==> config.mk <==
export PLATFORM = sky130hd
export DESIGN_NAME = bnn_mlp_sequencer
export DESIGN_NICKNAME = d
export VERILOG_FILES = /design/src/rtl/bnn_mlp_sequencer_pkg.sv /design/src/rtl/bnn_layer_regfile.sv /design/src/rtl/bnn_mlp_sequencer.sv
export SDC_FILE = /design/constraint.sdc
export NUM_CORES = 1
export LEC_CHECK = 0
export BUFFER_PORTS_ARGS = -buffer_cell sky130_fd_sc_hd__buf_2
export CAP_MARGIN = 20
export CORE_ASPECT_RATIO = 0.6
export CORE_MARGIN = 4
export CORE_UTILIZATION = 55
export CTS_CLUSTER_DIAMETER = 80
export DETAILED_ROUTE_END_ITERATION = 8
export GPL_TIMING_DRIVEN = 0
export MAX_ROUTING_LAYER = met4
export PLACE_DENSITY = 0.8
export SETUP_SLACK_MARGIN = 0.02
export SYNTH_ARGS = -nofsm -noshare
export SYNTH_HDL_FRONTEND = slang
export SYNTH_SLANG_ARGS = --single-unit
==> constraint.sdc <==
create_clock -name clk -period 1.65 [get_ports clk]
set_input_delay 0.33 -clock clk [delete_from_list [all_inputs] [get_ports clk]]
set_output_delay 0.33 -clock clk [all_outputs]
set_load 0.03 [all_outputs]
==> src/rtl/bnn_mlp_sequencer_pkg.sv <==
// bnn_mlp_sequencer_pkg: shared FSM encoding and config word field positions.
package bnn_mlp_sequencer_pkg;
   typedef enum logic [1:0] {IDLE, SETUP, CAPTURE, DONE} state_e;
   localparam int CFG_W_MSB = 31;
   localparam int CFG_W_LSB = 16;
   localparam int CFG_B_MSB = 15;
   localparam int CFG_B_LSB = 0;
endpackage

==> src/rtl/bnn_layer_regfile.sv <==
// bnn_layer_regfile: per-layer weight/bias words, one write port, one combinational read port, sync clear.
module bnn_layer_regfile #(
   parameter int NUM_LAYERS = 4,
   parameter int LAYER_AW   = 2
) (
   input  logic                clk,
   input  logic                reset,
   input  logic                we_i,
   input  logic [LAYER_AW-1:0] waddr_i,
   input  logic [31:0]         wdata_i,
   input  logic [LAYER_AW-1:0] raddr_i,
   output logic [31:0]         rdata_o
);
   logic [31:0] mem_q [NUM_LAYERS];
   always_ff @(posedge clk) begin
      if (reset) mem_q <= '{default: '0};
      else if (we_i && 32'(waddr_i) < 32'(NUM_LAYERS)) mem_q[waddr_i] <= wdata_i;
   end
   assign rdata_o = mem_q[raddr_i];
endmodule

==> src/rtl/bnn_mlp_sequencer.sv <==
// bnn_mlp_sequencer: runs one shared 4-neuron BNN layer datapath through up to NUM_LAYERS layers.
module bnn_mlp_sequencer
   import bnn_mlp_sequencer_pkg::*;
#(
   parameter int NUM_LAYERS = 4,
   parameter int LAYER_AW   = 2
) (
   input  logic                clk,
   input  logic                reset,
   input  logic                cfg_we,
   input  logic [LAYER_AW-1:0] cfg_addr,
   input  logic [31:0]         cfg_wdata,
   input  logic                start,
   input  logic [LAYER_AW:0]   n_layers,
   input  logic [3:0]          data_in,
   output logic                busy,
   output logic                done,
   output logic [3:0]          result,
   output logic                trig,
   output logic [3:0]          mlp_input,
   output logic [15:0]         mlp_weights,
   output logic [15:0]         mlp_bias,
   input  logic [3:0]          mlp_result
);
   state_e              state_q, state_d;
   logic [3:0]          act_q, act_d, result_q, result_d, mlp_input_q, mlp_input_d;
   logic [LAYER_AW:0]   cnt_max_q, cnt_max_d, n_clamped;
   logic [LAYER_AW-1:0] k_q, k_d;
   logic [15:0]         mlp_weights_q, mlp_weights_d, mlp_bias_q, mlp_bias_d;
   logic                done_q, done_d, accept, last;
   logic [31:0]         rf_rdata;

   bnn_layer_regfile #(.NUM_LAYERS(NUM_LAYERS), .LAYER_AW(LAYER_AW)) u_regfile (
      .clk     (clk),
      .reset   (reset),
      .we_i    (cfg_we && state_q == IDLE),
      .waddr_i (cfg_addr),
      .wdata_i (cfg_wdata),
      .raddr_i (k_q),
      .rdata_o (rf_rdata)
   );

   assign accept    = state_q == IDLE && start;
   assign last      = (LAYER_AW+1)'(k_q) == cnt_max_q - 1'b1;
   assign n_clamped = n_layers == '0 ? (LAYER_AW+1)'(1)
                    : n_layers > (LAYER_AW+1)'(NUM_LAYERS) ? (LAYER_AW+1)'(NUM_LAYERS) : n_layers;

   always_ff @(posedge clk) begin
      if (reset) begin
         state_q       <= IDLE;
         act_q         <= '0;
         cnt_max_q     <= '0;
         k_q           <= '0;
         result_q      <= '0;
         done_q        <= 1'b0;
         mlp_input_q   <= '0;
         mlp_weights_q <= '0;
         mlp_bias_q    <= '0;
      end else begin
         state_q       <= state_d;
         act_q         <= act_d;
         cnt_max_q     <= cnt_max_d;
         k_q           <= k_d;
         result_q      <= result_d;
         done_q        <= done_d;
         mlp_input_q   <= mlp_input_d;
         mlp_weights_q <= mlp_weights_d;
         mlp_bias_q    <= mlp_bias_d;
      end
   end

   always_comb begin
      state_d = state_q == IDLE    ? (start ? SETUP : IDLE)
              : state_q == SETUP   ? CAPTURE
              : state_q == CAPTURE ? (last ? DONE : SETUP)
              : IDLE;
   end

   // done and result are registered on the DONE edge so they appear together
   always_comb begin
      act_d         = accept ? data_in : state_q == CAPTURE ? mlp_result : act_q;
      cnt_max_d     = accept ? n_clamped : cnt_max_q;
      k_d           = accept ? '0 : (state_q == CAPTURE && !last) ? k_q + 1'b1 : k_q;
      mlp_input_d   = state_q == SETUP ? act_q : mlp_input_q;
      mlp_weights_d = state_q == SETUP ? rf_rdata[CFG_W_MSB:CFG_W_LSB] : mlp_weights_q;
      mlp_bias_d    = state_q == SETUP ? rf_rdata[CFG_B_MSB:CFG_B_LSB] : mlp_bias_q;
      result_d      = state_q == DONE ? act_q : result_q;
      done_d        = state_q == DONE;
      busy          = state_q != IDLE;
      trig          = state_q == SETUP || state_q == CAPTURE;
   end

   assign done        = done_q;
   assign result      = result_q;
   assign mlp_input   = mlp_input_q;
   assign mlp_weights = mlp_weights_q;
   assign mlp_bias    = mlp_bias_q;
endmodule

==> impl_summary.md, run 1 <==
Route
After detailed routing, the average wire length per cell comes to around 17 µm. The total number of vias is approximately 6200. The first-pass iteration count of the detailed router is 6. For this block, the initial DRC count from the detailed router was around 570. The via-per-instance ratio is about 5.6. The total DRC errors in the routed layout is 0. Summed over all layers, the routed wires come to 19200 µm. The count of nets left with antenna violations once routing finished came out at 0.

Worst hold path
In this run the worst hold path is classified as input port to flip-flop.

Synth
The number of instances in the synthesized netlist is approximately 800. Counting flops with an async set or reset pin after synthesis yields a share of 0%. The post-synthesis cell type count is 31. The area of the mapped netlist is slightly above 7000 µm². The mean instance size in the synthesized netlist is 9.08 µm².

In this run, synthesis inferred 0 flip-flops with an integrated enable. The most numerous cell in the Yosys netlist is nand2_1. The number of nets in the synthesized netlist is ~860. Counting instances in the post-synthesis netlist gives the leading cell types as nand2_1, dfxtp_1, a21oi_1. The post-synthesis sequential element count is 180. The sequential element share of the synthesized area is between 40% and 50%. The number of warnings printed during yosys synthesis is 0. Ranked by total cell area, the synthesized netlist is headed by dfxtp_1, nand2_1, a21oi_1. For this run, the leading register cell type out of synthesis is dfxtp_1. The most area-hungry cell type in the Yosys netlist is dfxtp_1. Summed over its instances, the top area cell type makes up 49.5% of the synthesized netlist area.

CTS
The clock buffer count from CTS is 17. The count of hold-fix buffers inserted at cts is 0. For the worst-skew pair, the clock arrives at the later sink with an insertion delay of roughly 0.43 ns.

After clock tree synthesis, the clock-pin slew on the worst setup and hold paths is roughly 0.07 ns. The number of H-tree levels is 4. The clock tree root buffer cell is clkbuf_16.

The clock net in this run drives a total of 180 sinks. TritonCTS built the clock tree. Counting along the longest clock path gives a buffer depth of 2.

Setup path
The critical path arrival is about 1.3 ns. The worst setup path is captured at a primary output. The worst setup path is launched from a flip-flop. On the critical path, the stage with the largest delay is an instance of dfxtp_2. The maximum fanout encountered on the critical timing path is 8.

The largest single stage delay on the critical path is 0.35 ns. The cell repeated most along the worst path is buf_6. The data required time at the worst endpoint is 1.32 ns. The signal on the critical path passes through inv_2, ha_4, buf_6, inv_4, buf_6. The worst setup path is of the flip-flop to primary output kind.

GRT
The number of antenna violations at the first check in global routing is 0. Global routing consumed, on the met3 layer, 4.67% of the routing resources. After global routing the overflow that remains totals 0.

The total global-route track usage is about a quarter. The global routing stage identified its most utilized layer as met2. The largest net degree at the start of global routing is 17.

The via count of the first global-routing pass came to 5836. The global-route met2 utilization is a little under two fifths. Global routing consumed, on the met1 layer, between 30% and 40% of the routing resources. The wire length of the first global-routing pass is between 30000 and 40000 µm.

Placement
The last weighted congestion value of the routability-driven placer is approximately 0.82. The total cell area at the placement stage is just under 8000 µm². In this run, placement finished with an instance count of between 1000 and 1500. During placement, the flow inserted port buffers numbering 90. The half-perimeter wire length after placement is around 13000 µm.

Floorplan
The core region is between 10000 and 15000 µm². The die height is just under 100 µm. Pin placement for this block handled just over 90 I/O pins. The initial cell density of the core is between 50% and 60%. In this run the horizontal extent of the chip is around 160 µm. The total die area is 15200 µm².

The row count is 32.

Final layout
Summing all non-filler instances in the final layout gives an area of 8800 µm². The net count of the finished layout is 976. At the end of the flow the core is filled with cells to roughly two thirds. The filler cells instantiated in the layout total 1027. Excluding fillers, the count of instances in the completed layout stands at roughly 1100. The synthesis-to-layout area growth is 21.1%. 0 antenna diodes ended up in the layout. The fraction of layout instances using a drive strength above 1 is between 20% and 30%.

STA
The fmax is between 600 and 700 MHz. The final count of negative-setup-slack endpoints is 0. After routing, the total negative slack on setup checks comes to 0 ns.

Setup repair after global routing could not meet its margin everywhere. The number of hold violations in the final report is 0. The final critical-path required period is roughly 1.6 ns. The max-slew violation count is 0. Of the available clock period, the critical path in the final layout requires about 100%. For the pin with the worst max-slew slack, the measured transition is between 0.6 and 0.7 ns. The worst slew margin relative to its limit is between 50% and 60%. For the final database, setup skew stands at between 0.01 and 0.015 ns.

Status
The run finished with clean final reports.

Power
The overall power consumption is 9.59 mW. For this design the static power due to leakage is around 3.4 nW. For this design the ratio of total power to cell area is around 1100 nW/µm². IR analysis of the VDD net gives a maximum drop of ~0.00081 V.

Job
Across the run, the number of max-cap violations was 0.
==> where the power goes <==
group	switching, mW	total (mW)	internal, mW
Combinational	0.461	0.740	0.279
Clock	1.67	4.32	2.65
Sequential	0.0642	4.53	4.47
Total	2.20	9.59	7.40
==> placed cells by master (no fill, tap or decap), types with 2 or more instances in the layout <==
cell type   instances
mux4_1              7
clkbuf_2            3
a21oi_1           133
bufinv_16           4
and4b_1             2
nand2_1           263
clkbuf_8            3
clkbuf_1           24
clkinvlp_4          2
xor2_1              2
ha_1                4
buf_12              3
buf_6              12
dfxtp_1           178
a31oi_1             2
nand2b_1            2
inv_1               4
a211oi_1            4
nand4b_1            3
dfxtp_2             2
clkbuf_4            6
clkbuf_16          18
mux4_2             25
buf_4              20
inv_2               2
nor2_1             44
buf_2              99
mux2i_1            46
==> kinds of logic after synthesis <==
group	synth area share (%)
AOI/OAI and AO/OA	9.98
xor gates and xnor gates	0.361
buffers and inverters	5.20
DFF	49.5
adders and majority gates	0.860
muxes	16.6
and+or+nand+nor	17.5
==> metrics by stage <==
| step | hold slack, ns | setup WS, ns |
|---|---|---|
| 2_1_floorplan | 0.432 | 0.167 |
| 3_3_place_gp | 0.439 | -0.246 |
| 3_5_place_dp | 0.446 | -0.317 |
| 4_1_cts | 0.167 | 0.00875 |
| 5_1_grt | 0.169 | -0.0345 |
| 6_report | 0.170 | 0.000757 |
==> what timing repair did <==
action,CTS,global route
buffers inserted,4,9
setup endpoints to repair,115,125
cloned,0,1
pin swaps,1,3
gates resized for setup,25,33
==> layer usage <==
metal / routed length (µm) / vias to the layer above
li1: - / 2936
met1: 8420 / 2930
met2: 8730 / 295
met3: 1810 / 20
met4: 264 / 0
met5: 0 / -
==> layout make-up <==
type                            count  area [µm²]  share of cell area (%)
Clock buffer                       23         478                    5.43
Multi-Input combinational cell    549        3310                    37.6
Tap cell                          170         213                    2.42
Clock inverter                      8         149                    1.69
Sequential cell                   180        3610                    41.0
Buffer                             63         444                    5.04
Inverter                            7        28.8                   0.327
Timing Repair Buffer              104         579                    6.58
==> flip-flops by register name, summed over array words and instances (netlist names) <==
signal           cells
result               4
act_q                4
k_q                  2
u_regfile.mem_q    128
mlp_input            4
cnt_max_q            3
mlp_weights         16
done                 1
state_q              2
mlp_bias            16
==> worst max-delay path, delay by kind of cell, from the launching register on <==
| family | cells | cell delay, ns |
|---|---|---|
| buf+inv | 4 | 0.36 |
| flops | 1 | 0.35 |
| fa+ha+maj | 1 | 0.18 |
==> path summary, 6_finish.rpt <==
check / from / to / slack (ns) / cells past startpoint
worst max-delay path: state_q[0] / busy / 0.0008 / 5
worst min-delay path: cfg_wdata[25] / u_regfile.mem_q[121] / 0.17 / 3
worst max register to register: state_q[0] / u_regfile.mem_q[81] / 0.06 / 7
worst min register to register: u_regfile.mem_q[51] / u_regfile.mem_q[51] / 0.45 / 2
Note: power is estimated with default switching activity, not from simulation.
==> inputs of run 2 (changes only) <==
--- a/config.mk
+++ b/config.mk
@@ -7,7 +7,6 @@
 export LEC_CHECK = 0
 export BUFFER_PORTS_ARGS = -buffer_cell sky130_fd_sc_hd__buf_2
 export CAP_MARGIN = 20
-export CORE_ASPECT_RATIO = 0.6
 export CORE_MARGIN = 4
 export CORE_UTILIZATION = 55
 export CTS_CLUSTER_DIAMETER = 80
@@ -15,6 +14,7 @@
 export GPL_TIMING_DRIVEN = 0
 export MAX_ROUTING_LAYER = met4
 export PLACE_DENSITY = 0.8
+export REMOVE_ABC_BUFFERS = 1
 export SETUP_SLACK_MARGIN = 0.02
 export SYNTH_ARGS = -nofsm -noshare
 export SYNTH_HDL_FRONTEND = slang
==> run 2 against run 1 <==
Against the previous run:
- count of clock-buffer cells in the layout is 4 lower
- utilization rose by 0.62 points
- non-clock buffer count down 43
- first-iteration DRC count is 10% lower
- via count down 4.7%
- die area shrank 0.40%
- final area is essentially flat
- routed wire length shrank 3.5%
- critical path depth increased by 3
- global-route usage is 0.57 points lower
- maximum frequency increased by 1.2%
- critical endpoint is now u_regfile.mem_q[39]
- largest power group unchanged
==> impl_summary.md, run 2 (same netlist as run 1, synthesis figures left out) <==
Floorplan
The total area inside the core boundary comes to ~13000 µm². The row count is 41. From bottom edge to top edge, the die measures 123 µm.

The I/O pin count is 92. The initial cell density of the core is a little under three fifths. In this run the horizontal extent of the chip is approximately 120 µm. The total die area is around 15000 µm².

GRT
After global routing the overflow that remains totals 0. The largest net degree at the start of global routing is slightly above 90. The number of antenna violations at the first check in global routing is 0. The via count of the first global-routing pass is between 5000 and 6000.

The first global-routing pass estimated between 20000 and 30000 µm of wire. Across every metal layer, demand over resource in global routing totals 25.2%.

Power
The completed layout was analyzed and its total power is roughly 9.4 mW. Dividing total power by cell area gives a power density of 1070 nW/µm². The worst-case vdd ir drop is 0.000832 V. In this run the static leakage power is between 3 and 4 nW.

STA
The max-slew violation count is 0. The transition time of the tightest slew-check pin is approximately 0.67 ns. The part of the cycle the worst path needs is 98.8%. Across the routed clock network, the largest skew measured is roughly 0.0057 ns.

The smallest clock period supported by the final layout is computed as about 1.6 ns. Setup repair after global routing could not meet its margin everywhere. The number of hold violations in the final report was 0. The fmax is between 600 and 700 MHz. The worst slew margin relative to its limit is a little under three fifths. Setup violations remaining at the end of the flow were counted as 0.

Final layout
The number of flip-flops under the largest register name is between 100 and 150. The net count reported at finish is 935. The library cell used most frequently in the layout, excluding fill and tap cells, is nand2_1. The fill cell instance count of the final layout is ~950. The number of antenna repair diodes is 0. In the layout the commonest cells are nand2_1, dfxtp_1, a21oi_1, buf_2, mux2i_1. The final core area utilization is approximately 69%. From synthesis to final layout, the design area changed by 21.0%. The register name with the most flops is u_regfile.mem_q. In the final layout, the share of cells above drive strength 1 is about 22%.

Setup path
Of all nets on the critical path, the largest fanout is 17. STA puts the critical path data required time at between 1.5 and 2 ns. The nature of the critical path endpoint is a flip-flop. The slowest cell on the critical path is dfxtp_4. The type of the setup path with the least slack is flip-flop to flip-flop. The launching element type of the critical path is a flip-flop. The signal on the critical path passes through inv_4, ha_4, buf_4, nand4b_1, buf_4, buf_16, nand2_1, a21oi_1.

Measured in cells, the most critical reg-to-reg path has a length of 8. The critical path arrival is around 1.9 ns. The delay of the slowest critical-path stage is about 0.36 ns.

The cell repeated most along the worst path is buf_4.

CTS
The longest clock path from root to sink contains 2 buffers. The number of H-tree levels is 4. The clock tree from TritonCTS is yes. In this run, post-CTS hold repair placed 0 buffers. The post-CTS clock slew at the launch and capture registers of the worst setup and hold paths is about 0.070 ns. TritonCTS created 17 clock buffers. For this design, the sink count on the clock tree is between 150 and 200. At the later pin of the worst-skew pair, clock insertion delay measures around 0.43 ns. CTS placed an instance of clkbuf_16 at the clock tree root.

Placement
During placement, the flow inserted port buffers numbering 91. The last weighted congestion value of the routability-driven placer is roughly 0.78. The half-perimeter wire length after placement is about 10000 µm.

Route
The via-per-instance ratio is about 5.5. The first TritonRoute pass finished after 5 iterations. The number of routed nets with antenna violations is 0.

For this block, the via count after detailed routing is roughly 5900. In the routed design, unresolved DRC markers number 0. The final layout contains routed wiring with a total length of between 15000 and 20000 µm.

The iteration-0 DRC count of the detailed router is 514. Dividing the detail-routed wire length by the instance count gives 17.4 µm.

Worst hold path
The worst min-delay path class is input port to flip-flop. The hold path depth is 3.

Status
The run finished with clean final reports.

Job
The count of max-cap constraint violations is 0.
[run 2: cell types whose count changed in the layout (fill, tap and decap cells not counted), moves of 4 or more]
cell and delta:
dfxtp_4 +4, buf_6 -10, buf_16 +4, clkinv_2 +4, clkbuf_4 -6, buf_8 +4, buf_2 -11, clkbuf_1 -24
[run 2: timing repair]
action | in CTS | in global routing
gates cloned | 2 | 2
gates resized for setup | 17 | 10
endpoints found under the setup margin | 165 | 65
pin swaps | 17 | 2
buffers inserted | 11 | 8
[run 2: stage by stage]
| stage | instance area, µm² | std cells | setup slack [ns] | setup TNS [ns] | hold WS, ns |
|---|---|---|---|---|---|
| 2_1_floorplan | 6920 | 736 | -0.654 | -51.14 | 0.399 |
| 4_1_cts | 8670 | 1056 | -0.0719 | -1.01 | 0.157 |
| 6_report | 8800 | 1066 | 0.0205 | 0 | 0.165 |
| 5_1_grt | 8800 | 1066 | -0.0269 | -0.0790 | 0.152 |
| 3_3_place_gp | 7590 | 999 | -1.77 | -241.75 | 0.438 |
| 3_5_place_dp | 7860 | 1011 | -0.820 | -66.16 | 0.443 |
[run 2: per-layer routing]
layer / vias up / GRT usage (%) / wire length (µm) / part of all wire, %
met5: - / - / 0 / 0
met4: 0 / 8.72 / 364 / 2.0
met3: 34 / 5.72 / 1440 / 7.7
met2: 223 / 39.7 / 8820 / 48
met1: 2778 / 32.3 / 7930 / 43
li1: 2858 / - / - / -
[run 2: worst max-delay path: cells and delay by family, from the launching register on]
family	cells	cell delay [ns]
AOI/OAI and AO/OA	1	0.07
adders and majority gates	1	0.20
buffers and inverters	4	0.60
DFF	1	0.36
and+or+nand+nor	2	0.23
[run 2: report_power, final]
part | internal, mW | total [mW] | switching (mW)
Sequential | 4.46 | 4.53 | 0.0648
Clock | 2.46 | 4.13 | 1.67
Combinational | 0.305 | 0.748 | 0.442
[run 2: final cells by class]
cell class / instances / area, µm² / area share (%)
well taps: 172 / 215 / 2.44
flip-flops and latches: 180 / 3620 / 41.1
inverters: 7 / 31.3 / 0.355
repair buffers: 124 / 953 / 10.8
multi-input cells: 551 / 3370 / 38.3
clock buffers: 19 / 453 / 5.15
clock inverters: 13 / 156 / 1.78
[run 2: worst paths after layout]
check	startpoint	end	slack, ns
max	state_q[1]	u_regfile.mem_q[39]	0.02
min	cfg_wdata[17]	u_regfile.mem_q[113]	0.17
max reg2reg	state_q[1]	u_regfile.mem_q[39]	0.02
min reg2reg	u_regfile.mem_q[73]	u_regfile.mem_q[73]	0.45
